`src/rtl/alu_arbiter_if.sv`:
```
// Handshake bundle between two ALU requesters and the shared alu_arbiter.
// The slave side is the arbiter; the master side drives requests and consumes responses.
interface alu_arbiter_if #(
    parameter int CNT_W = 16
);
    logic             req0_valid;
    logic             req0_ready;
    logic [31:0]      req0_a;
    logic [31:0]      req0_b;
    logic [2:0]       req0_f;
    logic             req1_valid;
    logic             req1_ready;
    logic [31:0]      req1_a;
    logic [31:0]      req1_b;
    logic [2:0]       req1_f;
    logic             rsp_valid;
    logic             rsp_id;
    logic             rsp_ready;
    logic [31:0]      rsp_y;
    logic             rsp_zero;
    logic             rsp_overflow;
    logic [CNT_W-1:0] grant_cnt0;
    logic [CNT_W-1:0] grant_cnt1;

    modport slave (
        input  req0_valid, req0_a, req0_b, req0_f,
        input  req1_valid, req1_a, req1_b, req1_f,
        input  rsp_ready,
        output req0_ready, req1_ready,
        output rsp_valid, rsp_id, rsp_y, rsp_zero, rsp_overflow,
        output grant_cnt0, grant_cnt1
    );

    modport master (
        output req0_valid, req0_a, req0_b, req0_f,
        output req1_valid, req1_a, req1_b, req1_f,
        output rsp_ready,
        input  req0_ready, req1_ready,
        input  rsp_valid, rsp_id, rsp_y, rsp_zero, rsp_overflow,
        input  grant_cnt0, grant_cnt1
    );
endinterface

```
`src/rtl/alu_arbiter.sv`:
```
// Two-requester round-robin arbiter in front of a single-cycle ALU.
// One operation in flight: IDLE grants, EXEC computes, RESP holds until consumed.
module alu_arbiter #(
    parameter int CNT_W = 16
) (
    input logic          clk,
    input logic          reset,
    alu_arbiter_if.slave bus
);

    typedef enum logic [1:0] {
        S_IDLE = 2'd0,
        S_EXEC = 2'd1,
        S_RESP = 2'd2
    } state_t;

    localparam logic [CNT_W-1:0] CNT_ONE = {{(CNT_W-1){1'b0}}, 1'b1};

    state_t           r_state;
    state_t           w_next;
    logic             r_last;
    logic [31:0]      r_a;
    logic [31:0]      r_b;
    logic [2:0]       r_f;
    logic             r_gid;
    logic             r_rsp_id;
    logic [31:0]      r_y;
    logic             r_zero;
    logic             r_ovf;
    logic [CNT_W-1:0] r_cnt0;
    logic [CNT_W-1:0] r_cnt1;

    logic             w_g0;
    logic             w_g1;
    logic             w_idle;
    logic             w_acc;
    logic             w_rdy0;
    logic             w_rdy1;
    logic             w_rsp_valid;
    logic [31:0]      w_bb;
    logic [31:0]      w_sum;
    logic [31:0]      w_y;
    logic             w_ovf;

    // r_last records the previous winner; on a tie the other one wins
    always_comb begin
        w_g0 = 1'b0;
        w_g1 = 1'b0;
        unique case (1'b1)
            (bus.req0_valid & bus.req1_valid): begin
                w_g0 = r_last;
                w_g1 = ~r_last;
            end
            (bus.req0_valid & ~bus.req1_valid): w_g0 = 1'b1;
            (~bus.req0_valid & bus.req1_valid): w_g1 = 1'b1;
            default: ;
        endcase
    end

    assign w_idle = (r_state == S_IDLE) & reset;
    assign w_acc  = w_idle & (w_g0 | w_g1);

    always_ff @(posedge clk or negedge reset) begin
        if (!reset) r_state <= S_IDLE;
        else        r_state <= w_next;
    end

    always_comb begin
        w_next = r_state;
        case (r_state)
            S_IDLE:  if (w_acc) w_next = S_EXEC;
            S_EXEC:  w_next = S_RESP;
            S_RESP:  if (bus.rsp_ready) w_next = S_IDLE;
            default: w_next = S_IDLE;
        endcase
    end

    always_comb begin
        w_rdy0      = w_idle & w_g0;
        w_rdy1      = w_idle & w_g1;
        w_rsp_valid = (r_state == S_RESP);
    end

    // f[2] turns add into subtract and AND/OR into AND-NOT/OR-NOT
    always_comb begin
        w_bb  = r_f[2] ? ~r_b : r_b;
        w_sum = r_a + w_bb + {31'd0, r_f[2]};
        case (r_f[1:0])
            2'b00: w_y = r_a & w_bb;
            2'b01: w_y = r_a | w_bb;
            2'b10: w_y = w_sum;
            2'b11: w_y = {31'd0, w_sum[31]};
        endcase
        w_ovf = (r_f[1:0] == 2'b10)
              & (r_a[31] == w_bb[31])
              & (w_sum[31] != r_a[31]);
    end

    always_ff @(posedge clk or negedge reset) begin
        if (!reset) begin
            r_last   <= 1'b1;
            r_a      <= '0;
            r_b      <= '0;
            r_f      <= '0;
            r_gid    <= 1'b0;
            r_rsp_id <= 1'b0;
            r_y      <= '0;
            r_zero   <= 1'b0;
            r_ovf    <= 1'b0;
            r_cnt0   <= '0;
            r_cnt1   <= '0;
        end else begin
            if (w_acc) begin
                r_last <= w_g1;
                r_gid  <= w_g1;
                r_a    <= w_g1 ? bus.req1_a : bus.req0_a;
                r_b    <= w_g1 ? bus.req1_b : bus.req0_b;
                r_f    <= w_g1 ? bus.req1_f : bus.req0_f;
                if (w_g0 && r_cnt0 != '1) r_cnt0 <= r_cnt0 + CNT_ONE;
                if (w_g1 && r_cnt1 != '1) r_cnt1 <= r_cnt1 + CNT_ONE;
            end
            if (r_state == S_EXEC) begin
                r_y      <= w_y;
                r_zero   <= (w_y == 32'd0);
                r_ovf    <= w_ovf;
                r_rsp_id <= r_gid;
            end
        end
    end

    assign bus.req0_ready   = w_rdy0;
    assign bus.req1_ready   = w_rdy1;
    assign bus.rsp_valid    = w_rsp_valid;
    assign bus.rsp_id       = r_rsp_id;
    assign bus.rsp_y        = r_y;
    assign bus.rsp_zero     = r_zero;
    assign bus.rsp_overflow = r_ovf;
    assign bus.grant_cnt0   = r_cnt0;
    assign bus.grant_cnt1   = r_cnt1;

endmodule

```
`src/flat_wrapper.sv`:
```
// flat-port wrapper written by rule: the top's interface ports become plain ports
module alu_arbiter_flat 
#(
    parameter int CNT_W = 16
)
  (clk, reset, bus_req0_valid, bus_req0_a, bus_req0_b, bus_req0_f, bus_req1_valid, bus_req1_a, bus_req1_b, bus_req1_f, bus_rsp_ready, bus_req0_ready, bus_req1_ready, bus_rsp_valid, bus_rsp_id, bus_rsp_y, bus_rsp_zero, bus_rsp_overflow, bus_grant_cnt0, bus_grant_cnt1);
  alu_arbiter_if #(.CNT_W(CNT_W)) bus_i ();
  input logic clk;
  input logic reset;
  input wire logic [$bits(bus_i.req0_valid)-1:0] bus_req0_valid;
  input wire logic [$bits(bus_i.req0_a)-1:0] bus_req0_a;
  input wire logic [$bits(bus_i.req0_b)-1:0] bus_req0_b;
  input wire logic [$bits(bus_i.req0_f)-1:0] bus_req0_f;
  input wire logic [$bits(bus_i.req1_valid)-1:0] bus_req1_valid;
  input wire logic [$bits(bus_i.req1_a)-1:0] bus_req1_a;
  input wire logic [$bits(bus_i.req1_b)-1:0] bus_req1_b;
  input wire logic [$bits(bus_i.req1_f)-1:0] bus_req1_f;
  input wire logic [$bits(bus_i.rsp_ready)-1:0] bus_rsp_ready;
  output wire logic [$bits(bus_i.req0_ready)-1:0] bus_req0_ready;
  output wire logic [$bits(bus_i.req1_ready)-1:0] bus_req1_ready;
  output wire logic [$bits(bus_i.rsp_valid)-1:0] bus_rsp_valid;
  output wire logic [$bits(bus_i.rsp_id)-1:0] bus_rsp_id;
  output wire logic [$bits(bus_i.rsp_y)-1:0] bus_rsp_y;
  output wire logic [$bits(bus_i.rsp_zero)-1:0] bus_rsp_zero;
  output wire logic [$bits(bus_i.rsp_overflow)-1:0] bus_rsp_overflow;
  output wire logic [$bits(bus_i.grant_cnt0)-1:0] bus_grant_cnt0;
  output wire logic [$bits(bus_i.grant_cnt1)-1:0] bus_grant_cnt1;
  assign bus_i.req0_valid = bus_req0_valid;
  assign bus_i.req0_a = bus_req0_a;
  assign bus_i.req0_b = bus_req0_b;
  assign bus_i.req0_f = bus_req0_f;
  assign bus_i.req1_valid = bus_req1_valid;
  assign bus_i.req1_a = bus_req1_a;
  assign bus_i.req1_b = bus_req1_b;
  assign bus_i.req1_f = bus_req1_f;
  assign bus_i.rsp_ready = bus_rsp_ready;
  assign bus_req0_ready = bus_i.req0_ready;
  assign bus_req1_ready = bus_i.req1_ready;
  assign bus_rsp_valid = bus_i.rsp_valid;
  assign bus_rsp_id = bus_i.rsp_id;
  assign bus_rsp_y = bus_i.rsp_y;
  assign bus_rsp_zero = bus_i.rsp_zero;
  assign bus_rsp_overflow = bus_i.rsp_overflow;
  assign bus_grant_cnt0 = bus_i.grant_cnt0;
  assign bus_grant_cnt1 = bus_i.grant_cnt1;
  alu_arbiter #(.CNT_W(CNT_W)) u_core (.clk(clk), .reset(reset), .bus(bus_i));
endmodule
```
`config.mk`:
```
export PLATFORM = sky130hd
export DESIGN_NAME = alu_arbiter_flat
export DESIGN_NICKNAME = d
export VERILOG_FILES = /design/src/rtl/alu_arbiter_if.sv /design/src/rtl/alu_arbiter.sv /design/src/flat_wrapper.sv
export SDC_FILE = /design/constraint.sdc
export NUM_CORES = 1
export LEC_CHECK = 0
export ABC_AREA = 1
export CORE_MARGIN = 2
export CORE_UTILIZATION = 30
export DETAILED_ROUTE_END_ITERATION = 10
export RECOVER_POWER = 25
export SKIP_LAST_GASP = 1
export SLEW_MARGIN = 20
export SYNTH_ARGS = -nofsm -noshare
export SYNTH_HDL_FRONTEND = slang
export SYNTH_SLANG_ARGS = --single-unit
```
`constraint.sdc`:
```
create_clock -name clk -period 3.65 [get_ports clk]
set_clock_uncertainty 0.05 [all_clocks]
set_input_delay 0.365 -clock clk [delete_from_list [all_inputs] [get_ports clk]]
set_output_delay 0.365 -clock clk [all_outputs]
set_load 0.05 [all_outputs]
```
# Word-level counts from Yosys, hierarchy flattened
# Cells that the tools add are included.
totals:
  ff_bits: 138
  input_bits: 139
  out_inout_bits: 70
  elab_cells: 61
classes:
  addsub: 4
  n_eq_ne: 11
  muxes: 10
  bitwise_logic: 16
  n_reduce_logical: 8
op_table:
  columns: ["operator", "count"]
  rows:
  - ["$pmux W32 S4", 1]
  - ["$mux W32", 3]
  - ["$add A16 B1 Y16 const B", 2]
  - ["$add A32 B1 Y32", 1]
  - ["$add A32 B32 Y32", 1]
  - ["$and A32 B32 Y32", 1]
  - ["$logic_not A32 Y1", 1]
  - ["$ne A16 B16 Y1 const B", 2]
  - ["$not A32 Y32", 1]
  - ["$or A32 B32 Y32", 1]
  - ["$and A1 B1 Y1", 9]
  - ["$eq A2 B2 Y1 const B", 3]
  - ["$pmux W2 S3", 1]
  - ["$reduce_and A2 Y1", 3]
  - ["$eq A2 B1 Y1 const B", 2]
  - ["$logic_not A2 Y1", 2]
  - ["$mux W2", 2]
  - ["$pmux W1 S2", 2]
  - ["$mux W3", 1]
  - ["$not A1 Y1", 3]
  - ["$logic_and A1 B1 Y1", 2]
  - ["$ne A2 B1 Y1 const B", 1]
  - ["$ne A2 B2 Y1 const B", 1]
  - ["$eq A1 B1 Y1", 1]
  - ["2 further kinds", 2]

# Longest topological paths before layout
# Gate-level depths: netlist (run 1).
logic_depth:
  word_depth: 7
  depth_mapped: 23
  depth_no_buf: 21

# Least setup slack after synthesis (run 1)
# Ideal clock, no wire load.
synth_path:
  path_type: "reg-to-reg"
  startpoint: "register u_core.r_f[2]"
  endpoint: "register u_core.r_zero (netlist: u_core.bus.rsp_zero)"
  setup_ns: 0.066
  t_arrival_ns: 2.772
  t_required_ns: 3.534
  slack_ns: 0.762
  stages_incl_launch_ff: 21
  n_path_buf: 2
  period_less_slack_ns: 2.888
  path_cell_list: "dfrtp_1 > buf_4 > buf_1 > xnor2_1 > inv_1 > fa_1 > nand3_1 > nand2_1 > nand2_1 > nand2_1 > nand2_1 > nand2_1 > a21oi_1 > nand2_1 > nand3_1 > nand2_1 > a21oi_1 > nand3_1 > nor2_1 > nand2_1 > nand2_1"
synth_via:
  elab_chain_len: 5
  elab_cells_between_ends: 7
  classes_between: "add/sub: 2; mux: 2; bitwise: 2; reduce/logical: 1"
synth_lines:
  columns: ["item", "line_no", "rtl"]
  rows:
  - ["from (decl)", "alu_arbiter.sv:24", "logic [2:0] r_f;"]
  - ["from (signal assigned)", "alu_arbiter.sv:118", "r_f <= w_g1 ? bus.req1_f : bus.req0_f;"]
  - ["$mux W32", "alu_arbiter.sv:86", "w_bb = r_f[2] ? ~r_b : r_b;"]
  - ["$add A32 B32 Y32", "alu_arbiter.sv:87", "w_sum = r_a + w_bb + {31'd0, r_f[2]};"]
  - ["$add A32 B1 Y32", "alu_arbiter.sv:87", null]
  - ["$pmux W32 S4 (*)", "alu_arbiter.sv:88", "case (r_f[1:0])"]
  - ["$logic_not A32 Y1 (*)", "alu_arbiter.sv:124", "r_zero <= (w_y == 32'd0);"]
  - ["to (signal assigned)", "alu_arbiter.sv:124", null]
  - ["to (decl)", "alu_arbiter.sv:28", "logic r_zero;"]
# Mark *: on every way between the ends. The rest lies on a longest branch, timed or not.
# A chain may end at the register's enable or synchronous reset.

# Final worst setup path (run 1)
# Ends and elaborated chain as after synthesis.

==> results of run 1 <==
## cell type report
type | instances | share of cell area [%]
Multi-Input combinational cell | 1000 | 40.9
Sequential cell | 138 | 25.8
Timing Repair Buffer | 226 | 16.9
Inverter | 263 | 7.39
Tap cell | 448 | 4.19
Clock buffer | 19 | 3.38
Clock inverter | 13 | 1.43
## power by group through the flow
stage,clock [mW],combinational (mW),sequential (mW)
after floorplan,0,5.77,3.20
after global placement,0,9.18,2.59
after detailed placement,0,9.23,2.61
after CTS,1.94,9.27,2.58
after global routing,2.01,10.4,2.66
final,1.90,9.36,2.57
## metrics by stage
step | instances | setup slack, ns | cell area [sq um] | hold WS (ns)
after floorplan | 1448 | 0.762 | 10100 | 0.0194
after global placement | 2074 | 0.529 | 12800 | 0.205
after detailed placement | 2074 | 0.548 | 12800 | 0.213
after CTS | 2107 | 0.501 | 13400 | 0.316
after global routing | 2107 | 0.138 | 13400 | 0.352
final | 2107 | 0.482 | 13400 | 0.320
## worst paths after layout
| check | depth (start not counted) | to |
|---|---|---|
| min in group clk | 2 | u_core.bus.rsp_y[7] |
| min | 2 | u_core.bus.grant_cnt1[6] |
| max | 17 | u_core.bus.rsp_zero |
| max reg2reg | 17 | u_core.bus.rsp_zero |
| min reg2reg | 2 | u_core.bus.rsp_y[7] |
| max in group asynchronous | 3 | u_core.r_f[2] |
## cell usage in the layout (no fill, tap or decap), types with 3 or more instances in the layout
cell / Yosys / layout
inv_1: 258 / 258
buf_12: 0 / 4
nor3_1: 10 / 10
nor3_2: 4 / 4
clkdlybuf4s50_1: 0 / 207
nand2_2: 9 / 8
xor2_1: 21 / 21
o21ai_0: 105 / 105
o22ai_1: 11 / 11
buf_4: 2 / 11
ha_1: 66 / 66
or2_2: 9 / 9
o211ai_1: 36 / 36
bufinv_16: 0 / 4
a21oi_1: 33 / 32
o21bai_1: 8 / 8
o21ai_1: 3 / 3
nor2_2: 6 / 7
a31oi_1: 11 / 11
nand3_1: 71 / 72
xnor2_1: 43 / 43
nand2_1: 388 / 388
clkinvlp_4: 0 / 3
clkinv_4: 0 / 3
o21a_1: 33 / 33
dfrtp_1: 137 / 136
nand3b_1: 8 / 8
inv_2: 3 / 3
clkbuf_16: 0 / 17
nor2_1: 112 / 112
## sequential cells by signal, indices dropped and copies added, names as in the netlist
| register | count |
|---|---|
| u_core.bus.rsp_zero | 1 |
| u_core.bus.rsp_overflow | 1 |
| u_core.bus.grant_cnt0 | 16 |
| u_core.r_last | 1 |
| u_core.r_state | 2 |
| u_core.bus.rsp_y | 32 |
| u_core.bus.rsp_id | 1 |
| u_core.bus.grant_cnt1 | 16 |
| u_core.r_b | 32 |
| u_core.r_f | 3 |
| u_core.r_gid | 1 |
| u_core.r_a | 32 |
## repair_timing
action / CTS / global route
endpoints found under the hold margin: 28 / 0
hold buffers: 1 / 0
buffers inserted: 0 / 0
## layer usage
| metal | share of wire [%] | vias up | global-route usage [%] |
|---|---|---|---|
| li1 | - | 4927 | - |
| met1 | 53 | 4266 | 27.3 |
| met2 | 40 | 266 | 25.0 |
| met3 | 5.6 | 22 | 3.03 |
| met4 | 1.1 | 0 | 4.06 |
| met5 | 0 | - | 0 |
## worst max-delay path: stages, from the launching register on
cell and delay [ns]:
dfrtp_2 0.48, buf_12 0.21, xnor2_1 0.19, ha_1 0.44, nand2_1 0.13, inv_1 0.09
nand2_1 0.11, nor3_1 0.43, nand3_1 0.18, nand2_1 0.11, nand2_1 0.05, nand3_1 0.06
nand3_1 0.09, nor2_1 0.12, nand3_1 0.09, nor2_1 0.12, nand2_1 0.08, nand2_1 0.05
## logic make-up after synthesis
kind of cell	after synthesis	share of synthesized area, %
xor gates and xnor gates	64	5.55
DFF	138	34.2
buffers and inverters	310	11.7
and+or+nand+nor	628	26.0
AOI/OAI and AO/OA	241	14.2
adders and majority gates	67	8.37
==> flow_metrics.py, run 1 <==
metrics = {
    "run_status": {
        "outcome": "finished with violations",
        "violations": "capacitance limit, slew limit",
    },
    "critical_path": {
        "r2r-start": "u_core.r_f[2]",
        "crit_start": "u_core.r_f[2]",
        "cp.required_ns": 3.97,
        "cp.arrival_ns": 3.49,
        "reg2reg_slack_ns": 0.48,
        "startpoint_type": "flip-flop",
        "crit_fanout": 31,
        "critPathKind": "flip-flop to flip-flop",
        "end_kind": "flip-flop",
    },
    "run": {
        "maxCapViolations": 1,
    },
    "routing": {
        "drt_iter0_drc": 722,
        "ant_nets": 0,
        "drc_errors": 0,
        "num_vias": 9481,
        "viasPerCell": 4.50,
        "wl_per_cell_microns": 14.7,
        "drtPass1Iterations": 7,
        "wl_mm": 31.1,
    },
    "global_routing": {
        "grt_pass1_vias": 9089,
        "grt_pass1_wl_mm": 48.9,
        "grt_max_degree": 135,
        "grt_usage_pct": 17.6,
        "grt_overflow": 0,
        "antenna_found_initial": 0,
    },
    "yosys": {
        "synthCells": 1448,
        "synth_top_area_share_pct": 33.9,
        "yosysTopAreaCell": "dfrtp_1",
        "syn-num-nets": 1654,
        "syn-cell-area_sq_um": 10100,
        "avgSynthCellArea_sq_um": 6.98,
        "synthArstFlopShare_pct": 100,
        "synthMostInstantiatedCell": "nand2_1",
        "ys_seq_elements": 138,
        "yosys-top-cells-area": "dfrtp_1 (34%), nand2_1 (14%), inv_1 (9.6%)",
        "ys_seq_area_share_pct": 34.2,
        "synth_commonest_cells": "nand2_1 (388), inv_1 (258), dfrtp_1 (137)",
        "ys_types": 39,
        "synth_edf_count": 0,
        "synthFlopType": "dfrtp_1",
        "ys_warn_count": 0,
    },
    "cts": {
        "root_buffer": "clkbuf_16",
        "path_clk_slew_ns": 0.07,
        "h-tree-depth": 4,
        "clock_latency_ns": 0.43,
        "clock-sinks": 138,
        "numCtsBuffers": 17,
        "cts_tree": "yes",
        "clockBufferDepth": 2,
        "cts.repair.resized": 0,
    },
    "pwr": {
        "fin_total_pwr_mw": 13.8,
        "p_leak_nw": 6.52,
        "combPwrFrac_pct": 67.6,
        "powerDensity_nw_per_um2": 1030,
        "switchingPower_mw": 7.36,
        "p_int_mw": 6.48,
        "swShare_pct": 53.2,
        "pwr-share-clk_pct": 13.8,
        "seqPwrFrac_pct": 18.6,
        "max-vdd-ir-drop_mv": 0.457,
    },
    "min_path": {
        "min_path_type": "input port to asynchronous set/reset pin",
    },
    "placement": {
        "finalWeightedCongestion": 0.969,
        "port_buffers": 208,
        "detailed_place_hpwl_mm": 25.0,
    },
    "finish": {
        "num-fill-cells": 3511,
        "syn2layout_area_growth_pct": 32.5,
        "area.sequential_sq_um": 3460,
        "drive_above_1_share_pct": 5.42,
        "final_core_util_pct": 40.1,
        "multi_input_area_sq_um": 5470,
        "fin_nets": 1852,
        "antenna_cells": 0,
    },
    "timing": {
        "finalHoldViolations": 0,
        "grt_setup_unrepaired": "no",
        "fin_crit_sh_pct": 86.8,
        "slew-limit-headroom_pct": -6.19,
        "tightest_slew_ns": 1.59,
        "slew_violations": 60,
        "tns_ns": 0,
        "fmax_ghz": 0.316,
        "post-route-min-period_ns": 3.17,
        "setup_viol": 0,
    },
    "floorplanning": {
        "fp.coreArea_sq_um": 33400,
        "ios": 209,
        "die_x_microns": 188,
        "start_util_pct": 30.3,
        "die_area_sq_um": 35200,
        "fp-row-count": 67,
        "die_h_microns": 188,
    },
}
No activity file was read; power rests on OpenSTA's default activity.
==> run 2: changes to the inputs <==
Settings changed: CTS_CLUSTER_SIZE set to 12.
==> results of run 2 <==
Final layout, timing and power as in run 1 (identical DEF).
